===== config.mk =====
export PLATFORM = sky130hd
export DESIGN_NAME = pc_sequencer
export DESIGN_NICKNAME = d
export VERILOG_FILES = /design/src/rtl/pc_sequencer.sv
export SDC_FILE = /design/constraint.sdc
export NUM_CORES = 1
export LEC_CHECK = 0
export CORE_MARGIN = 3
export CORE_UTILIZATION = 37
export CTS_CLUSTER_DIAMETER = 40
export DETAILED_ROUTE_END_ITERATION = 7
export GPL_ROUTABILITY_DRIVEN = 0
export GPL_TIMING_DRIVEN = 0
export PLACE_DENSITY_LB_ADDON = 0.05
export RECOVER_POWER = 50
export SLEW_MARGIN = 30
export SYNTH_ARGS = -nofsm -noshare
export SYNTH_HDL_FRONTEND = slang
export SYNTH_SLANG_ARGS = --single-unit
export TNS_END_PERCENT = 20

===== constraint.sdc =====
create_clock -name clk -period 1.7 [get_ports clk]
set_input_delay 0.51 -clock clk [delete_from_list [all_inputs] [get_ports clk]]
set_output_delay 0.51 -clock clk [all_outputs]
set_load 0.03 [all_outputs]

===== src/rtl/pc_sequencer.sv =====
// pc_sequencer: program-counter stage feeding the fetch stage's proCount_in.
// Issues one fetch address per clock when running; handles stall, redirect,
// halt/resume and, when PC_SEQ_RAS_EN is defined, a return-address stack for
// CALL/RET with sticky overflow/underflow flags. All outputs are registered.
module pc_sequencer #(
   parameter int unsigned     PC_W      = 19,
   parameter logic [PC_W-1:0] RESET_PC  = '0,
   parameter int unsigned     RAS_DEPTH = 8
) (
   input  logic            clk,
   input  logic            reset,
   input  logic            stall,
   input  logic            redirect_valid,
   input  logic [PC_W-1:0] redirect_target,
   input  logic            call,
   input  logic [PC_W-1:0] link_addr,
   input  logic            ret,
   input  logic            halt,
   input  logic            resume,
   output logic [PC_W-1:0] pc_out,
   output logic            pc_valid,
   output logic            halted,
   output logic            ras_overflow,
   output logic            ras_underflow
);

   typedef enum logic [1:0] {StRun, StStall, StHalt} state_t;

   state_t          r_state;
   logic [PC_W-1:0] r_pc;
   logic            r_valid;
   logic            r_halted;

   logic [PC_W-1:0] w_pc_inc;
   logic            w_active;
   logic            w_ret_en;
   logic [PC_W-1:0] w_ret_pc;

   assign w_pc_inc = r_pc + 1'b1;
   assign w_active = (r_state != StHalt);

`ifdef PC_SEQ_RAS_EN
   localparam int unsigned   PtrW     = $clog2(RAS_DEPTH);
   localparam logic [PtrW:0] DepthCnt = RAS_DEPTH[PtrW:0];

   logic [PC_W-1:0] r_ras [RAS_DEPTH];
   logic [PtrW-1:0] r_ptr;   // next slot to write; top of stack is r_ptr-1
   logic [PtrW:0]   r_cnt;
   logic            r_ovf;
   logic            r_udf;

   logic [PtrW-1:0] w_ptr_dec;
   logic            w_empty;
   logic            w_full;
   logic            w_push;
   logic            w_pop;
   logic            w_udf_set;

   assign w_ptr_dec = r_ptr - 1'b1;
   assign w_empty   = (r_cnt == '0);
   assign w_full    = (r_cnt == DepthCnt);
   assign w_ret_en  = ret;
   // Pop on empty stack degrades to a plain increment
   assign w_ret_pc  = w_empty ? w_pc_inc : r_ras[w_ptr_dec];

   assign w_push    = w_active & ~halt & ~ret & redirect_valid & call;
   assign w_pop     = w_active & ~halt & ret & ~w_empty;
   assign w_udf_set = w_active & ~halt & ret & w_empty;

   // Return-address stack: circular buffer, push overwrites oldest when full
   always_ff @(posedge clk or negedge reset) begin
      if (!reset) begin
         r_ptr <= '0;
         r_cnt <= '0;
         r_ovf <= 1'b0;
         r_udf <= 1'b0;
         for (int i = 0; i < RAS_DEPTH; i++) begin
            r_ras[i] <= '0;
         end
      end else begin
         if (w_push) begin
            r_ras[r_ptr] <= link_addr;
            r_ptr        <= r_ptr + 1'b1;
            if (w_full) begin
               r_ovf <= 1'b1;
            end else begin
               r_cnt <= r_cnt + 1'b1;
            end
         end else if (w_pop) begin
            r_ptr <= w_ptr_dec;
            r_cnt <= r_cnt - 1'b1;
         end
         if (w_udf_set) begin
            r_udf <= 1'b1;
         end
      end
   end

   assign ras_overflow  = r_ovf;
   assign ras_underflow = r_udf;
`else
   logic w_unused;

   // Without the stack, call and ret carry no meaning
   assign w_unused      = ^{call, ret, link_addr};
   assign w_ret_en      = 1'b0;
   assign w_ret_pc      = w_pc_inc;
   assign ras_overflow  = 1'b0;
   assign ras_underflow = 1'b0;
`endif

   // Control FSM with registered PC, valid and halted outputs
   always_ff @(posedge clk or negedge reset) begin
      if (!reset) begin
         r_state  <= StRun;
         r_pc     <= RESET_PC;
         r_valid  <= 1'b0;
         r_halted <= 1'b0;
      end else begin
         case (r_state)
            StHalt: begin
               if (resume && !halt) begin
                  r_state  <= StRun;
                  r_pc     <= w_pc_inc;
                  r_valid  <= 1'b1;
                  r_halted <= 1'b0;
               end else begin
                  r_valid  <= 1'b0;
                  r_halted <= 1'b1;
               end
            end
            default: begin
               if (halt) begin
                  r_state  <= StHalt;
                  r_valid  <= 1'b0;
                  r_halted <= 1'b1;
               end else if (w_ret_en) begin
                  r_state <= StRun;
                  r_pc    <= w_ret_pc;
                  r_valid <= 1'b1;
               end else if (redirect_valid) begin
                  r_state <= StRun;
                  r_pc    <= redirect_target;
                  r_valid <= 1'b1;
               end else if (stall) begin
                  r_state <= StStall;
                  r_valid <= 1'b0;
               end else begin
                  r_state <= StRun;
                  r_pc    <= w_pc_inc;
                  r_valid <= 1'b1;
               end
            end
         endcase
      end
   end

   assign pc_out   = r_pc;
   assign pc_valid = r_valid;
   assign halted   = r_halted;

endmodule


Word-level counts from Yosys, hierarchy flattened. Index checks and enable logic that the tools add are counted.

$add $sub $neg: 1. Equality and inequality tests: 4. Reductions and logical operators: 4. Mux-type cells: 18.

Operator list (number): 2-to-1 mux 19 bit (5); adder 19 x 1 -> 19 bit (second input constant) (1); 2-to-1 mux 1 bit (10); 2-to-1 mux 2 bit (3); != test 3 x 1 -> 1 bit (second input constant) (1); AND reduction 3 bit (1); == test 2 bit (second input constant) (1); != test 2 x 1 -> 1 bit (second input constant) (1); != test 2 bit (second input constant) (1); nonzero test 2 bit (1); logical AND 1 bit (1); zero test 1 bit (1).

Register bits: 23. Input bits: 46. Logic and storage cells: 31.

Depth between registers and ports, before layout. Gate-level depths: netlist (run 1).

Depth in word-level cells: 5. Depth in mapped cells: 6. Gate-level depth less buffers: 5.

Worst setup path after synthesis (run 1). No wires, ideal clock.

Path kind: reg2reg. Start point: reg r_pc[8], in the netlist pc_out[8]. End point: reg r_pc[17], in the netlist pc_out[17]. Arrival: 1735 ps. Path slack: -104 ps. Stages on the path, launching flop included: 5. Data required time: 1631 ps. Setup time: 69 ps. Path through: dfrtp_1 -> nand4_2 -> or3_4 -> or4b_1 -> nand3_1.

Word-level cells in the longest chain between the ends: 5.

RTL lines: start, declared (line 30) `logic [PC_W-1:0] r_pc;`; start signal, assigned (line 124) `r_pc <= w_pc_inc;`; start signal, assigned (line 139) `r_pc <= w_ret_pc;`; start signal, assigned (line 143) `r_pc <= redirect_target;`; adder 19 x 1 -> 19 bit * (line 39) `assign w_pc_inc = r_pc + 1'b1;`; 2-to-1 mux 19 bit (line 145) `end else if (stall) begin`; 2-to-1 mux 19 bit (line 141) `end else if (redirect_valid) begin`; 2-to-1 mux 19 bit (line 133) `if (halt) begin`; 2-to-1 mux 19 bit * (line 120) `case (r_state)`.

Every way passes the cells marked *; elsewhere a longest branch is shown, timed or not. The select of a mux whose other input is x is not followed. A chain may end at the register's enable or synchronous reset.

Final worst setup path (run 1).
Start point: reg r_pc[13], in the netlist pc_out[13]. End point: out pc_out[13].

RTL lines: end, declared (line 20) `output logic [PC_W-1:0] pc_out,`.

No word-level cell between the ends.

==> results.cfg, run 1 <==
[logic_synthesis]
synthMuxAreaShare_pct = 1.40
yosysWarnings = 0
netlist.area_leader.share_pct = 40.2
synth_top_family_by_area = compound AO/OA/AOI/OAI gates
syn_area_per_cell_um2 = 8.78
synth_flop_cell = dfrtp_1
yosys-top-cells-area = dfrtp_1, a21oi_1, o2bb2ai_1, a22oi_1, o21ai_1
async_flop_share_pct = 100
ys_seq_area_share_pct = 40.2
synth-xor-area-share_pct = 0
syn_inst = 163
ys_ff_latch = 23
synth_top_area_cell = dfrtp_1
ys_types = 42
synthAdderAreaFrac_pct = 0.874
yosys.area_share.simple_pct = 20.4
netlist_area_um2 = 1430
synth_compound_area_share_pct = 31.1
synth_edf_count = 0

[floorplan]
num_rows = 21
coreArea_um2 = 3520
initial_core_util_pct = 40.7
die_w_um = 68.2
ioPinCount = 69
die_h_um = 68.2
fp.dieArea_um2 = 4650

[finish]
final_area_um2 = 2230
nFillCells = 319
multiInputGateArea_um2 = 842
area_growth_pct = 55.8
antennaDiodeCount = 0
final_nets = 282
final_layout_size_suffix_gt1_share_pct = 25.6
final_core_utilization_pct = 63.3
regArea_um2 = 588

[job]
cap_violations = 0

[setup_path]
start_kind = flop
crit_type = flop to output pin
worstReg2RegStart = pc_out[4]
cp-end-kind = output pin
path_cells = dlygate4sd2_1
r2r.worst_path.cells = 4
slowest_stage = dfrtp_1
r2r_end = pc_out[17]
path_delay_family = flip-flops
worstPathRequired_ps = 1190
critical-path-max-stage-delay_ps = 450
rrSetupSlack_ps = 40
critPathMaxFanout = 6
crit_buf_inv = 1
crit_arrival_ps = 1160

[clock_tree]
clk_latency_ps = 270
clk_root_buffer_cell = clkbuf_8
cts_buffers = 3
hold_buffers = 0
clk_path_buf_depth = 2
htreeDepth = 1
cts_tree = built
clock_sink_count = 23
clk_pin_slew_ps = 90

[place]
dpl_cell_area_um2 = 1950
hpwl_um = 3090
place.port_buffers = 45

[pwr]
power_mw = 2.62
p_leak_nw = 0.900
irDropWorstVdd_mv = 0.597
power_per_cell_area_nw_per_um2 = 1180

[route]
drt-total-wl_um = 4920
first_pass_iters = 4
routedWlPerCell_um = 17.6
vias = 1662
drc = 0
drt-vias-per-instance = 5.94
dr.first_iter.drc_count = 156
drtAntennaViolNets = 0

[timing]
setup_tns_ps = 0
max_freq_ghz = 0.600
max_slew_margin_pct = 9.73
hold_viol = 0
setup_viol = 0
fin_crit_ps = 1670
clock_skew_ps = 5.54
finalCritPeriodShare_pct = 98.0
rsz0062_at_grt = yes
final-max-slew-violation-count = 0
tightest_slew_ps = 1350

[global_routing]
grt_usage_pct = 21.8
grt_pass1_vias = 1500
gr-total-overflow = 0
antenna_found_initial = 0
grt_max_degree = 24
grt_pass1_wl_um = 7560

[min_path]
min_from = halted
hold_path_end = halted
hold_path_depth = 1
hp-class = flop to flop

[outcome]
status = completed
[cell usage in the layout (no fill, tap or decap), drive strengths merged, types with 2 or more instances in the layout]
| cell | count |
|---|---|
| conb | 2 |
| o2bb2ai | 8 |
| dfrtp | 23 |
| dlygate4sd2 | 22 |
| clkdlybuf4s15 | 2 |
| nor2 | 6 |
| mux2i | 2 |
| nor4 | 4 |
| and4 | 2 |
| nand4 | 5 |
| o22ai | 3 |
| a2bb2oi | 4 |
| nor3 | 3 |
| o21ai | 17 |
| inv | 8 |
| a21oi | 19 |
| o32ai | 2 |
| nor4b | 2 |
| a22oi | 9 |
| clkbuf | 10 |
| buf | 26 |
| clkdlybuf4s50 | 20 |
| nand3 | 8 |
| a21o | 2 |
| nand2 | 10 |
[final cells by class]
cell class	count	share of cell area (%)
well taps	46	2.58
clock buffers	3	1.85
inverters	8	1.46
plain buffers	11	3.59
flip-flops and latches	23	26.4
clock inverters	1	0.337
repair buffers	66	26.0
multi-input cells	122	37.8
[stage by stage]
step | setup slack (ps) | hold WS [ps] | instances
finish | 33.4 | 484 | 280
global route | -16.5 | 515 | 280
CTS | 6.12 | 229 | 266
detailed placement | -700 | 475 | 255
global placement | -702 | 463 | 255
floorplan | -18.4 | 214 | 164
[Yosys cell counts (all sizes together), types with 2 or more instances]
cell     count
a21o         2
a21oi       19
a22oi        9
a2bb2oi      4
and4         2
buf          5
clkbuf       6
dfrtp       23
inv          8
mux2i        2
nand2       10
nand3        8
nand4        5
nor2         6
nor3         3
nor4         4
nor4b        2
o21ai       17
o22ai        3
o2bb2ai      8
o32ai        2
[report_power, final]
group | internal, mW | switching (mW)
combinational | 0.553 | 0.735
clock | 0.166 | 0.201
sequential | 0.713 | 0.253
[state kept, by name (all words and copies together) (netlist names)]
name / flops
pc_valid: 1
pc_out: 19
halted: 1
r_state: 2
[routing by layer]
metal / routed length (µm) / GRT usage [%]
met1: 2150 / 31.4
met2: 2310 / 33.9
met3: 421 / 2.46
met4: 27 / 6.95
met5: 0 / 0
[worst max path at each step]
| stage | from | endpoint | slack [ps] | cells past startpoint |
|---|---|---|---|---|
| 3_3_place_gp | redirect_valid | pc_out[15] | -700 | 6 |
| 2_1_floorplan | pc_out[4] | pc_out[15] | -20 | 5 |
| 6_report | pc_out[13] | pc_out[13] | 30 | 1 |
| 5_1_grt | pc_out[4] | pc_out[17] | -20 | 4 |
| 3_5_place_dp | redirect_valid | pc_out[15] | -700 | 6 |
| 4_1_cts | r_state[0] | pc_out[17] | 6 | 4 |
[timing repair]
item,in CTS,in global routing
gates cloned,1,0
endpoints found under the hold margin,0,0
endpoints found under the setup margin,41,16
gates resized for setup,46,15
pin swaps,2,8
buffers inserted,6,14
[cells by family (layout without fill, tap and decap cells)]
| kind of cell | Yosys count | count (layout) |
|---|---|---|
| multiplexers | 2 | 2 |
| AO/OA/AOI/OAI | 69 | 69 |
| other | 1 | 2 |
| AND/OR/NAND/NOR | 48 | 48 |
| adder cells (fa/ha/maj) | 1 | 1 |
| buffers and inverters | 19 | 89 |
| flip-flops | 23 | 23 |
Power figures use the tool's default switching activity.
==> inputs of run 2 (changes only) <==
- CELL_PAD_IN_SITES_DETAIL_PLACEMENT: not set -> 1
- CELL_PAD_IN_SITES_GLOBAL_PLACEMENT: not set -> 2
- CORE_UTILIZATION: 37 -> 20
==> run 2 against run 1 <==
- count of clock-buffer cells in the layout unchanged
- highest routed layer unchanged
- largest power group unchanged
- setup slack got worse by 12 ps
- first-iteration DRC count decreased by 75%
- critical path depth unchanged
- via count decreased by 3.4%
- hold slack got worse by 240 ps
- global-route usage decreased by 6.5 points
- sequential share of layout area decreased by 0.45 points
- wire length increased by 20%
- largest cell class unchanged
==> results.cfg, run 2 (synthesis gave the netlist of run 1 again) <==
[pwr]
combPwrFrac_pct = 48.5
internal_power_mw = 1.41
p_clk_share_pct = 15.0
irDropWorstVdd_mv = 0.362
power_frac_seq_pct = 36.5
power_per_cell_area_nw_per_um2 = 1160
p_leak_nw = 0.887
p_sw_share_pct = 46.8
power_mw = 2.65
power.switching_mw = 1.24

[clock_tree]
hold_buffers = 0
cts_buffers = 3
cts_tree = built
clk_latency_ps = 290
htreeDepth = 1
clock_sink_count = 23
clk_pin_slew_ps = 110
clk_path_buf_depth = 2
clk_root_buffer_cell = clkbuf_8

[timing]
tightest_slew_ps = 698
rsz0062_at_grt = yes
setup_slack_ps = 21.2
finalCritPeriodShare_pct = 98.8
final-max-slew-violation-count = 0
fin_crit_ps = 1680
max_freq_ghz = 0.596
setup_viol = 0
hold_viol = 0
max_slew_margin_pct = 53.5
fin_hold_ws_ps = 239
clock_skew_ps = 12.1

[global_routing]
grt_pass1_vias = 1822
grt_pass1_wl_um = 9870
grt_max_degree = 24
grt_usage_pct = 15.3
gr-total-overflow = 0
antenna_found_initial = 0

[finish]
multiInputGateArea_um2 = 861
antennaDiodeCount = 0
largest_reg_flops = 19
final_nets = 274
final_cells = 322
final_common_cell = clkdlybuf4s50_1
regArea_um2 = 589
area_growth_pct = 58.8
final_layout_size_suffix_gt1_share_pct = 27.4
layout_common_cells = clkdlybuf4s50_1, a21oi_1, buf_4, dlygate4sd2_1, dfrtp_1
nFillCells = 829

[route]
vias = 1606
drc = 0
drtAntennaViolNets = 0
drt-total-wl_um = 5900
drt-vias-per-instance = 4.99
dr.first_iter.drc_count = 39
first_pass_iters = 4
routedWlPerCell_um = 18.3

[setup_path]
start_kind = flop
critical-path-max-stage-delay_ps = 460
cp-end-kind = output pin
critPathMaxFanout = 5
crit_type = flop to output pin
path_cells = dlygate4sd2_1
slowest_stage = dfrtp_2
crit_arrival_ps = 1170
crit_buf_inv = 1
path_delay_family = flip-flops
worstPathRequired_ps = 1190

[floorplan]
fp.dieArea_um2 = 8210
ioPinCount = 69
coreArea_um2 = 6870
initial_core_util_pct = 20.8
die_w_um = 90.6
num_rows = 30
die_h_um = 90.6

[place]
preCtsSetupSlack_ps = -876
place.port_buffers = 45
hpwl_um = 4050
placedCellCount = 305

[outcome]
status = completed

[min_path]
hp-class = input port to async pin

[job]
cap_violations = 0
[run 2: worst paths after layout]
path,startpoint,endpoint,slack [ps],cells past startpoint
worst max-delay path,pc_out[3],pc_out[3],20,1
max in group asynchronous,reset,pc_out[11],960,1
min in group clk,halted,halted,480,1
worst min-delay path,reset,halted,240,1
worst min register to register,halted,halted,480,1
worst max register to register,r_state[1],pc_out[17],30,4
[run 2: power groups by stage]
stage | combinational (mW) | sequential (mW) | clock [mW]
finish | 1.28 | 0.966 | 0.398
global route | 1.39 | 1.01 | 0.430
CTS | 1.22 | 0.965 | 0.407
detailed placement | 1.20 | 0.984 | 0
global placement | 1.19 | 0.971 | 0
floorplan | 0.410 | 1.21 | 0
[run 2: what timing repair did]
item | in CTS | in global routing
setup buffers | 11 | 2
hold endpoints to repair | 0 | 0
endpoints found under the setup margin | 41 | 28
gates resized for setup | 51 | 29
pin swaps | 6 | 2
[run 2: final cells by class]
cell class	count	area share, %
plain buffers	11	4.07
clock buffers	3	1.82
inverters	8	1.54
multi-input cells	122	37.9
clock inverters	1	0.330
repair buffers	58	23.2
well taps	96	5.28
flip-flops and latches	23	25.9
[run 2: layer usage]
layer,global-route usage [%],vias to the layer above,wire [µm]
met4,4.46,0,60
met3,2.17,4,212
met5,0,-,0
met1,20.6,806,2780
met2,25.3,36,2850
li1,-,760,-
[run 2: worst reg2reg max path, delay by kind of cell (launching register included)]
family             cells  cell delay, ps
AOI/OAI and AO/OA      1             410
DFF                    1             430
and+or+nand+nor        3             780
[run 2: stage by stage]
stage	area [µm²]	TNS [ps]	util, %
2_1_floorplan	1450	-18.4	-
3_3_place_gp	2020	-22710	29.3
3_5_place_dp	2010	-14660	29.3
4_1_cts	2200	-0.804	32.1
5_1_grt	2270	-102	33.1
6_report	2270	0	33.1
